<file path="src/rtl/uart_tx_buffered.sv">
// Buffered UART transmitter: byte FIFO feeding a bit-timed serialiser, LSB first.
// Default frame is 8N1. Defining UART_TX_PARITY_EN adds an even-parity bit (8E1).
module uart_tx_buffered #(
    parameter int unsigned CLK_PER_BIT = 868,
    parameter int unsigned DEPTH_LOG2  = 4
) (
    input  logic                  CLK,
    input  logic                  reset,
    input  logic [7:0]            data_in,
    input  logic                  valid_in,
    output logic                  ready_out,
    output logic                  busy,
    output logic [DEPTH_LOG2:0]   fifo_count,
    output logic                  UART_TX
);

    localparam int unsigned DEPTH = 2 ** DEPTH_LOG2;
    localparam int unsigned PTR_W = DEPTH_LOG2;
    localparam int unsigned CNT_W = DEPTH_LOG2 + 1;
    localparam int unsigned CYC_W = $clog2(CLK_PER_BIT);
    localparam logic [CYC_W-1:0] CYC_LAST = CYC_W'(CLK_PER_BIT - 1);

    localparam logic [2:0] S_IDLE   = 3'd0;
    localparam logic [2:0] S_START  = 3'd1;
    localparam logic [2:0] S_DATA   = 3'd2;
    localparam logic [2:0] S_STOP   = 3'd3;
`ifdef UART_TX_PARITY_EN
    localparam logic [2:0] S_PARITY = 3'd4;
`endif

    logic [2:0]       state_q, state_d;
    logic [CYC_W-1:0] cyc_q, cyc_d;
    logic [2:0]       bit_q, bit_d;
    logic [7:0]       shift_q, shift_d;
    logic             tx_q, tx_d;
    logic [PTR_W-1:0] rd_ptr_q, rd_ptr_d;
    logic [PTR_W-1:0] wr_ptr_q, wr_ptr_d;
    logic [CNT_W-1:0] count_q, count_d;
    logic [7:0]       mem_q [DEPTH];
`ifdef UART_TX_PARITY_EN
    logic             par_q, par_d;
`endif

    logic             push_c;
    logic             pop_c;
    logic [7:0]       head_c;
    logic             cyc_end_c;

    assign ready_out  = (count_q != CNT_W'(DEPTH));
    assign busy       = (state_q != S_IDLE) || (count_q != '0);
    assign fifo_count = count_q;
    assign UART_TX    = tx_q;

    assign push_c    = valid_in & ready_out;
    assign head_c    = mem_q[rd_ptr_q];
    assign cyc_end_c = (cyc_q == CYC_LAST);

    // Serialiser next state; line level is derived from the next state so UART_TX is registered
    always_comb begin
        state_d = state_q;
        cyc_d   = cyc_q;
        bit_d   = bit_q;
        shift_d = shift_q;
        pop_c   = 1'b0;
        tx_d    = 1'b1;
`ifdef UART_TX_PARITY_EN
        par_d   = par_q;
`endif
        case (state_q)
            S_IDLE: begin
                if (count_q != '0) begin
                    pop_c   = 1'b1;
                    shift_d = head_c;
                    cyc_d   = '0;
                    state_d = S_START;
                end
            end
            S_START: begin
                if (cyc_end_c) begin
                    cyc_d   = '0;
                    bit_d   = '0;
                    state_d = S_DATA;
                end else begin
                    cyc_d = cyc_q + CYC_W'(1);
                end
            end
            S_DATA: begin
                if (cyc_end_c) begin
                    cyc_d = '0;
                    if (bit_q == 3'd7) begin
`ifdef UART_TX_PARITY_EN
                        state_d = S_PARITY;
`else
                        state_d = S_STOP;
`endif
                    end else begin
                        shift_d = {1'b0, shift_q[7:1]};
                        bit_d   = bit_q + 3'd1;
                    end
                end else begin
                    cyc_d = cyc_q + CYC_W'(1);
                end
            end
`ifdef UART_TX_PARITY_EN
            S_PARITY: begin
                if (cyc_end_c) begin
                    cyc_d   = '0;
                    state_d = S_STOP;
                end else begin
                    cyc_d = cyc_q + CYC_W'(1);
                end
            end
`endif
            S_STOP: begin
                if (cyc_end_c) begin
                    cyc_d = '0;
                    if (count_q != '0) begin
                        // Back-to-back frames: go straight to START without an idle bit
                        pop_c   = 1'b1;
                        shift_d = head_c;
                        state_d = S_START;
                    end else begin
                        state_d = S_IDLE;
                    end
                end else begin
                    cyc_d = cyc_q + CYC_W'(1);
                end
            end
            default: begin
                state_d = S_IDLE;
                cyc_d   = '0;
            end
        endcase

`ifdef UART_TX_PARITY_EN
        if (pop_c) begin
            par_d = ^head_c;
        end
`endif

        case (state_d)
            S_START: tx_d = 1'b0;
            S_DATA:  tx_d = shift_d[0];
`ifdef UART_TX_PARITY_EN
            S_PARITY: tx_d = par_d;
`endif
            default: tx_d = 1'b1;
        endcase
    end

    // FIFO pointer and occupancy update
    always_comb begin
        wr_ptr_d = push_c ? wr_ptr_q + PTR_W'(1) : wr_ptr_q;
        rd_ptr_d = pop_c  ? rd_ptr_q + PTR_W'(1) : rd_ptr_q;
        case ({push_c, pop_c})
            2'b10:   count_d = count_q + CNT_W'(1);
            2'b01:   count_d = count_q - CNT_W'(1);
            default: count_d = count_q;
        endcase
    end

    // FIFO storage; contents need no reset since count gates every read
    always_ff @(posedge CLK) begin
        if (push_c) begin
            mem_q[wr_ptr_q] <= data_in;
        end
    end

    // Control and line registers with synchronous reset
    always_ff @(posedge CLK) begin
        if (reset) begin
            state_q  <= S_IDLE;
            cyc_q    <= '0;
            bit_q    <= '0;
            shift_q  <= '0;
            tx_q     <= 1'b1;
            rd_ptr_q <= '0;
            wr_ptr_q <= '0;
            count_q  <= '0;
`ifdef UART_TX_PARITY_EN
            par_q    <= 1'b0;
`endif
        end else begin
            state_q  <= state_d;
            cyc_q    <= cyc_d;
            bit_q    <= bit_d;
            shift_q  <= shift_d;
            tx_q     <= tx_d;
            rd_ptr_q <= rd_ptr_d;
            wr_ptr_q <= wr_ptr_d;
            count_q  <= count_d;
`ifdef UART_TX_PARITY_EN
            par_q    <= par_d;
`endif
        end
    end

endmodule

</file>
<file path="config.mk">
export PLATFORM = sky130hd
export DESIGN_NAME = uart_tx_buffered
export DESIGN_NICKNAME = d
export VERILOG_FILES = /design/src/rtl/uart_tx_buffered.sv
export SDC_FILE = /design/constraint.sdc
export NUM_CORES = 1
export LEC_CHECK = 0
export CORE_ASPECT_RATIO = 1.2
export CORE_MARGIN = 2
export CORE_UTILIZATION = 45
export DETAILED_ROUTE_END_ITERATION = 12
export DONT_BUFFER_PORTS = 1
export SYNTH_ARGS = -nofsm -noshare
export SYNTH_HDL_FRONTEND = slang
export SYNTH_SLANG_ARGS = --single-unit
export TNS_END_PERCENT = 5
</file>
<file path="constraint.sdc">
create_clock -name CLK -period 3.55 [get_ports CLK]
set_clock_uncertainty 0.2 [all_clocks]
set_input_delay 0.1775 -clock CLK [delete_from_list [all_inputs] [get_ports CLK]]
set_output_delay 0.1775 -clock CLK [all_outputs]
set_load 0.01 [all_outputs]
</file>
; Word level (Yosys, flattened, before mapping)
; Memory sizes are Yosys's and may differ from the RTL's. A register that Yosys moved wholly into a read port is not among the register bits.
; Index checks and enable logic that the tools add are counted.
[op_classes]
add_sub_neg = 6
eq_ne = 15
muxes = 28
n_bitwise = 1
reduce_logical = 10
[op_table]
columns = operator, n
row1 = 2-to-1 mux 8 bit, 4
row2 = 2-to-1 mux 3 bit, 8
row3 = one-hot mux 8 bit (3 select lines), 1
row4 = 2-to-1 mux 10 bit, 2
row5 = one-hot mux 10 bit (2 select lines), 1
row6 = one-hot mux 3 bit (4 select lines), 1
row7 = adder 10 x 1 -> 10 bit (second input constant), 1
row8 = equality test 10 bit (second input constant), 1
row9 = != test 2 bit (second input constant), 5
row10 = one-hot mux 5 bit (2 select lines), 1
row11 = equality test 3 x 2 -> 1 bit (second input constant), 3
row12 = adder 4 x 1 -> 4 bit (second input constant), 2
row13 = 2-to-1 mux 4 bit, 2
row14 = AND reduction 4 bit, 2
row15 = equality test 3 x 1 -> 1 bit (second input constant), 2
row16 = one-hot mux 3 bit (2 select lines), 1
row17 = nonzero test 3 bit, 2
row18 = adder 5 x 1 -> 5 bit (second input constant), 1
row19 = 2-to-1 mux 1 bit, 5
row20 = != test 5 bit (second input constant), 1
row21 = nonzero test 5 bit, 1
row22 = subtractor 5 x 1 -> 5 bit (second input constant), 1
row23 = one-hot mux 1 bit (2 select lines), 2
row24 = nonzero test 2 bit, 2
row25 = 8 further kinds, 8
[totals]
regBits = 38
ram_bits = 128
inputBits = 11
output_inout_bits = 8
wordCells = 70
mem_count = 1
[memory_table]
columns = memory, depth, word_bits, read_ports, rd_clocked_by_memory_dff, wr, line_no
row1 = mem_q, 16, 8, 1, 1, 1, 39  ; logic [7:0] mem_q [DEPTH];

; Longest topological paths before layout
; Gate-level depths: netlist (run 1).
[depth]
word_depth = 6
mapped_depth = 11
depth_no_buf = 11

; Worst setup path after synthesis (run 1)
; Ideal clock, no wire load.
[synth_timing]
path_type = register to register
startpoint = register count_q[1], in the netlist fifo_count[1]
endpoint = register count_q[4], in the netlist fifo_count[4]
setup_time_ns = 0.121
t_arrival_ns = 3.115
required_ns = 3.229
path_slack_ns = 0.113
path_stages_with_launch = 11
path_buffers = 1
synth_period_minus_slack_ns = 3.437
path_cell_list = dfxtp_1 > buf_6 > or4_4 > nor2_4 > nor3_2 > ha_1 > ha_1 > or4b_1 > o21ai_2 > mux2_4 > mux2_4
[synth_between]
elab_chain_cells = 6
word_cells_on_any_way = 12
classes_between = add/sub: 2 / eq/ne: 3 / mux: 4 / bitwise: 1 / reduce/logical: 2
[synth_rtl]
columns = item, line_no
row1 = "start, declared", 38  ; logic [CNT_W-1:0] count_q, count_d;
row2 = "start signal, assigned", 191  ; count_q <= count_d;
row3 = nonzero test 5 bit (*), "71, 117"
row4 = 2-to-1 mux 1 bit (*), "71, 117"
row5 = 2-to-1 mux 1 bit, 115  ; if (cyc_end_c) begin
row6 = one-hot mux 1 bit (2 select lines) (*), 69  ; case (state_q)
row7 = named net pop_c, 45  ; logic pop_c;
row8 = equality test 2 x 1 -> 1 bit / equality test 2 bit (equally long branches), 155  ; case ({push_c, pop_c})
row9 = one-hot mux 5 bit (2 select lines) / nonzero test 2 bit (equally long branches), -
; The timed path passes the listed nets; every way through them passes the cells marked *.
; A chain may end at the register's enable or synchronous reset.

; Worst setup path after layout (run 1)
[layout_timing]
startpoint = register count_q[2], in the netlist fifo_count[2]
endpoint = register count_q[4], in the netlist fifo_count[4]
; Same word-level chain as after synthesis.

==> results.json, run 1 <==
{
  "outcome": "finished, final reports clean",
  "clk_pin_slew_ns": 0.07,
  "r2r_slack_ns": 0.32,
  "grt_pass1_vias": 4173,
  "crit_path_cell_trace": "or4_4 -> nor2_4 -> nor3_2 -> ha_1 -> ha_1 -> or4b_1 -> o21ai_2 -> mux2_4 -> mux2_4",
  "hold_depth": 5,
  "drive_gt1_share_pct": 22.01,
  "rr_endpoint": "fifo_count[4]$_SDFFE_PP0P_",
  "synth-seq-area-share_pct": 64.85,
  "grt_max_degree": 37,
  "synth-seq-cells": 170,
  "die-area_mm2": 0.01708,
  "routed_wl_mm": 14.27,
  "nets": 527,
  "gp_congestion": 0.8156,
  "total_power_mw": 5.326,
  "syn_inst": 469,
  "r2r-start": "fifo_count[2]$_SDFFE_PP0P_",
  "portBuffers": 0,
  "final_cell_mix": "128 x edfxtp_1, 51 x nor2_1, 41 x dfxtp_1",
  "htreeDepth": 4,
  "cts.sinks": 170,
  "cts_setup_buffers": 0,
  "core_mm2": 0.01564,
  "grt.overflow.total": 0,
  "worstPathArrival_ns": 3.35,
  "drtPass1Iterations": 4,
  "synthArstFlopShare_pct": 0,
  "worstSetupStartpointType": "flop",
  "fp-row-count": 50,
  "clock_latency_ns": 0.42,
  "synth_nets": 491,
  "die_h_um": 142.8,
  "crit_fanout": 5,
  "vias": 3996,
  "cts.hold.buffers_added": 12,
  "fin_setup_tns_ns": 0,
  "drtAntennaViolNets": 0,
  "dominantRegCellSynth": "edfxtp_1",
  "die_w_um": 119.7,
  "peakVddDrop_mv": 0.3302,
  "drcViolationCount": 0,
  "cts_tree": "yes",
  "yosysWarnings": 0,
  "fin_area_mm2": 0.008267,
  "slew_violations": 0,
  "utilization_pct": 52.86,
  "dp_hpwl_mm": 9.570,
  "critical_path_class": "reg2reg",
  "hold_viol": 0,
  "required_ns": 3.67,
  "holdPathEnd": "fifo_count[2]$_SDFFE_PP0P_",
  "ff2ff_path_depth": 9,
  "cp_slowest_stage_delay_ns": 0.59,
  "cap_violations": 0,
  "antenna_cells": 0,
  "fillers": 1294,
  "drt-vias-per-instance": 5.504,
  "drt-initial-drc-count": 388,
  "hp-class": "in2reg",
  "cts_buffer_depth": 2,
  "leakagePower_nw": 2.698,
  "clock-root-buffer": "clkbuf_16",
  "tightest_slew_ns": 0.9219,
  "endpoint_kind": "flop",
  "hp-start": "valid_in",
  "final_min_period_over_clock_period_pct": 91.03,
  "setup_viol": 0,
  "layout_commonest_cell": "edfxtp_1",
  "grt_pass1_wl_mm": 23.23,
  "initial_core_util_pct": 46.18,
  "p_per_area_mw_per_mm2": 644.2,
  "num_io_pins": 19,
  "area_growth_pct": 14.45,
  "cp_slowest_cell": "or4_4",
  "cts_buffers": 17,
  "routedWlPerCell_um": 19.65,
  "placed_cell_area_mm2": 0.007587,
  "maxClockFrequency_mhz": 309.4,
  "synth-edff-count": 128,
  "rsz0062_at_grt": "false",
  "grt.total_usage_pct": 18.39,
  "fin_crit_ns": 3.232,
  "cts_resized": 0,
  "antenna_found_initial": 0,
  "syn_area_per_cell_um2": 15.40,
  "syn_area_mm2": 0.007223,
  "yosysUniqueCellTypes": 64,
  "slew_headroom_pct": 38.31
}
[logic make-up after synthesis]
kind of cell,synth area share (%)
flip-flops,64.85
AND/OR/NAND/NOR,10.10
AO/OA/AOI/OAI,6.409
multiplexers,12.39
buffers and inverters,2.113
XOR/XNOR,2.183
adder cells (fa/ha/maj),1.905
other,0.05192
[synthesized netlist by cell type, types with 5 or more instances]
cell,count,area [um2]
edfxtp_1,128,3844
nor2_1,51,191.4
dfxtp_1,42,840.8
mux4_2,33,743.2
nand2_1,20,75.07
nand2b_1,19,118.9
clkbuf_1,13,48.80
a21oi_1,12,60.06
ha_1,11,137.6
mux2i_1,11,110.1
xnor2_1,11,96.34
a22oi_1,8,60.06
buf_2,8,40.04
inv_1,8,30.03
nor3_1,8,40.04
xor2_1,7,61.31
o221ai_1,6,52.55
nand3_1,5,25.02
[how the worst max path moves through the flow]
stage                                     startpoint                         end  slack [ns]  cells past startpoint
after CTS                 fifo_count[2]$_SDFFE_PP0P_  fifo_count[4]$_SDFFE_PP0P_        0.31                      9
final                     fifo_count[2]$_SDFFE_PP0P_  fifo_count[4]$_SDFFE_PP0P_        0.32                      9
after global placement    fifo_count[2]$_SDFFE_PP0P_  fifo_count[4]$_SDFFE_PP0P_        0.35                      9
after floorplan           fifo_count[1]$_SDFFE_PP0P_  fifo_count[4]$_SDFFE_PP0P_        0.11                     10
after global routing           cyc_q[1]$_SDFFE_PP0P_  fifo_count[4]$_SDFFE_PP0P_        0.15                     10
after detailed placement       cyc_q[0]$_SDFFE_PP0P_  fifo_count[4]$_SDFFE_PP0P_        0.31                     10
[per-layer routing]
layer	vias up	global-route usage [%]	part of all wire, %
met2	75	31.46	51
met3	21	4.193	3.9
li1	1869	-	-
met1	2031	22.73	43
met5	-	0	0
met4	0	7.307	2.0
[power breakdown]
group | switching, mW | internal [mW]
logic | 0.695 | 0.566
clock network | 0.744 | 0.969
registers | 0.0953 | 2.26
total | 1.53 | 3.79
[critical path: cells and delay by family (launching register included)]
| family | cells | cell delay (ns) |
|---|---|---|
| fa+ha+maj | 2 | 0.56 |
| flops | 1 | 0.38 |
| mux | 2 | 0.61 |
| compound gates | 1 | 0.14 |
| simple gates | 4 | 1.24 |
[area by class of cell]
class	instances	area (um2)	share of cell area, %
Clock buffer	19	432.9	5.237
Sequential cell	170	4686	56.68
Timing Repair Buffer	42	355.3	4.298
Multi-Input combinational cell	266	2386	28.86
Tap cell	208	260.3	3.148
Inverter	8	30.03	0.3633
Clock inverter	13	116.4	1.408
[sequential cells by signal (all words and copies together) (netlist names), named ones only]
name,count
mem_q,128
fifo_count,5
cyc_q,10
shift_q,8
bit_q,3
rd_ptr_q,4
state_q,3
wr_ptr_q,4
UART_TX,1
[metrics by stage]
stage	std cells	worst slack (ns)	hold slack, ns
2_1_floorplan	469	0.1133	0.07637
3_3_place_gp	682	0.3547	0.05264
3_5_place_dp	682	0.3112	0.05490
4_1_cts	726	0.3080	0.01478
5_1_grt	726	0.1466	0.02378
6_report	726	0.3185	0.04266
No activity file was read; power rests on OpenSTA's default activity.
==> run 2: changes to the inputs <==
--- a/constraint.sdc
+++ b/constraint.sdc
@@ -3,3 +3,3 @@
 set_input_delay 0.1775 -clock CLK [delete_from_list [all_inputs] [get_ports CLK]]
 set_output_delay 0.1775 -clock CLK [all_outputs]
-set_load 0.01 [all_outputs]
+set_load 0.1 [all_outputs]
==> run 2 against run 1 <==
Compared with the run above: critical path depth grew 1; non-clock buffer count shrank 9; global-route usage shrank 0.86 points; clock-buffer cell count shrank 2; critical endpoint unchanged; largest cell class unchanged; highest routed layer unchanged.
==> results.json, run 2 (synthesis gave the netlist of run 1 again) <==
{
  "critPathLaunch": "cyc_q[0]$_SDFFE_PP0P_",
  "drcViolationCount": 0,
  "clk_pin_slew_ns": 0.07,
  "grt_pass1_wl_mm": 22.34,
  "required_ns": 3.65,
  "grt.total_usage_pct": 17.53,
  "antenna_cells": 0,
  "htreeDepth": 4,
  "fin_setup_tns_ns": 0,
  "fin_crit_ns": 3.378,
  "vias": 3914,
  "drtPass1Iterations": 4,
  "slew_headroom_pct": 38.26,
  "final_min_period_over_clock_period_pct": 95.15,
  "cap_violations": 0,
  "antenna_found_initial": 0,
  "leakagePower_nw": 2.676,
  "grt_max_degree": 37,
  "reg_top3": "mem_q (128), cyc_q (10), shift_q (8)",
  "drt-vias-per-instance": 5.466,
  "endpoint_kind": "flop",
  "fp-row-count": 50,
  "final_cell_mix": "128 x edfxtp_1, 51 x nor2_1, 35 x dfxtp_1",
  "num_io_pins": 19,
  "r2r-start": "cyc_q[0]$_SDFFE_PP0P_",
  "clock_latency_ns": 0.43,
  "cts_buffers": 17,
  "routedWlPerCell_um": 19.31,
  "clock-root-buffer": "clkbuf_16",
  "placed_cell_area_mm2": 0.007547,
  "grt_use_met2_pct": 31.61,
  "routed_wl_mm": 13.83,
  "rsz0062_at_grt": "false",
  "gr-usage-met1_pct": 20.79,
  "hp-start": "valid_in",
  "cts_tree": "yes",
  "worstSetupStartpointType": "flop",
  "initial_core_util_pct": 46.18,
  "cp_slowest_cell": "or4b_1",
  "crit_fanout": 8,
  "crit_path_cell_trace": "ha_1 -> nor3b_4 -> a41oi_4 -> nor3_2 -> ha_2 -> ha_1 -> or4b_1 -> o21ai_2 -> mux2_4 -> mux2_4",
  "drive_gt1_share_pct": 22.64,
  "worstPathArrival_ns": 3.48,
  "gp_congestion": 0.7936,
  "grtUsageMet3_pct": 3.474,
  "grt.busiest_layer": "met2",
  "drtAntennaViolNets": 0,
  "dp_hpwl_mm": 9.141,
  "drt-initial-drc-count": 245,
  "regMostFlops": "mem_q",
  "fin_area_mm2": 0.008275,
  "cts_setup_buffers": 0,
  "critical_path_class": "reg2reg",
  "hold_viol": 0,
  "slew_violations": 0,
  "cts.sinks": 170,
  "die_h_um": 142.8,
  "cts_buffer_depth": 2,
  "cts_resized": 0,
  "portBuffers": 0,
  "grt.overflow.total": 0,
  "p_per_area_mw_per_mm2": 690.7,
  "peakVddDrop_mv": 0.3413,
  "core_mm2": 0.01564,
  "layout_commonest_cell": "edfxtp_1",
  "maxClockFrequency_mhz": 296.0,
  "largest_reg_flops": 128,
  "hp-class": "in2reg",
  "die_w_um": 119.7,
  "tightest_slew_ns": 0.9227,
  "die-area_mm2": 0.01708,
  "nets": 518,
  "cp_slowest_stage_delay_ns": 0.46,
  "area_growth_pct": 14.57,
  "setup_viol": 0,
  "grt_pass1_vias": 4198,
  "outcome": "finished, final reports clean"
}
run 2: power breakdown:
group          total [mW]  switching, mW  leakage, nW  internal (mW)
logic                1.48          0.882        0.883          0.598
registers            2.40          0.138         1.50           2.27
clock network        1.83          0.823        0.292           1.01
total                5.72           1.84         2.68           3.87
run 2: final timing paths:
| check | depth (start not counted) | endpoint | slack, ns |
|---|---|---|---|
| max | 10 | fifo_count[4]$_SDFFE_PP0P_ | 0.17 |
| min | 4 | fifo_count[4]$_SDFFE_PP0P_ | 0.08 |
| max reg2reg | 10 | fifo_count[4]$_SDFFE_PP0P_ | 0.17 |
| min reg2reg | 2 | shift_q[7]$_SDFFE_PP0P_ | 0.28 |
run 2: per-stage QoR:
step	power, mW	hold slack [ns]	utilization (%)	worst slack [ns]	std cells
6_report	5.716	0.08432	52.91	0.1721	716
3_3_place_gp	3.883	0.04713	48.26	0.2838	673
3_5_place_dp	3.901	0.05038	48.26	0.1776	673
4_1_cts	5.783	0.05615	52.91	0.1607	716
5_1_grt	5.980	0.08908	52.91	0.03645	716
2_1_floorplan	3.581	0.07637	-	0.007433	469
run 2: final cells by class:
type / count / area (um2)
Inverter: 8 / 30.03
Clock inverter: 14 / 172.7
Multi-Input combinational cell: 266 / 2389
Fill cell: 1297 / 7365
Sequential cell: 170 / 4698
Clock buffer: 17 / 425.4
Timing Repair Buffer: 33 / 300.3
Tap cell: 208 / 260.3
run 2: routing by layer:
| metal | vias to the layer above | routed length (um) |
|---|---|---|
| met5 | - | 0 |
| met4 | 0 | 158 |
| met3 | 11 | 469 |
| met2 | 69 | 7373 |
| met1 | 1980 | 5824 |
| li1 | 1854 | - |
run 2: worst max-delay path: cells and delay by family (launching register included):
family	cells	cell delay, ns
adders and majority gates	3	0.75
muxes	2	0.61
AOI/OAI and AO/OA	2	0.31
DFF	1	0.43
and+or+nand+nor	3	0.96
run 2: what timing repair did:
item / in CTS / in global routing
setup endpoints to repair: 0 / 0
hold endpoints to repair: 161 / 0
hold buffers: 12 / 0
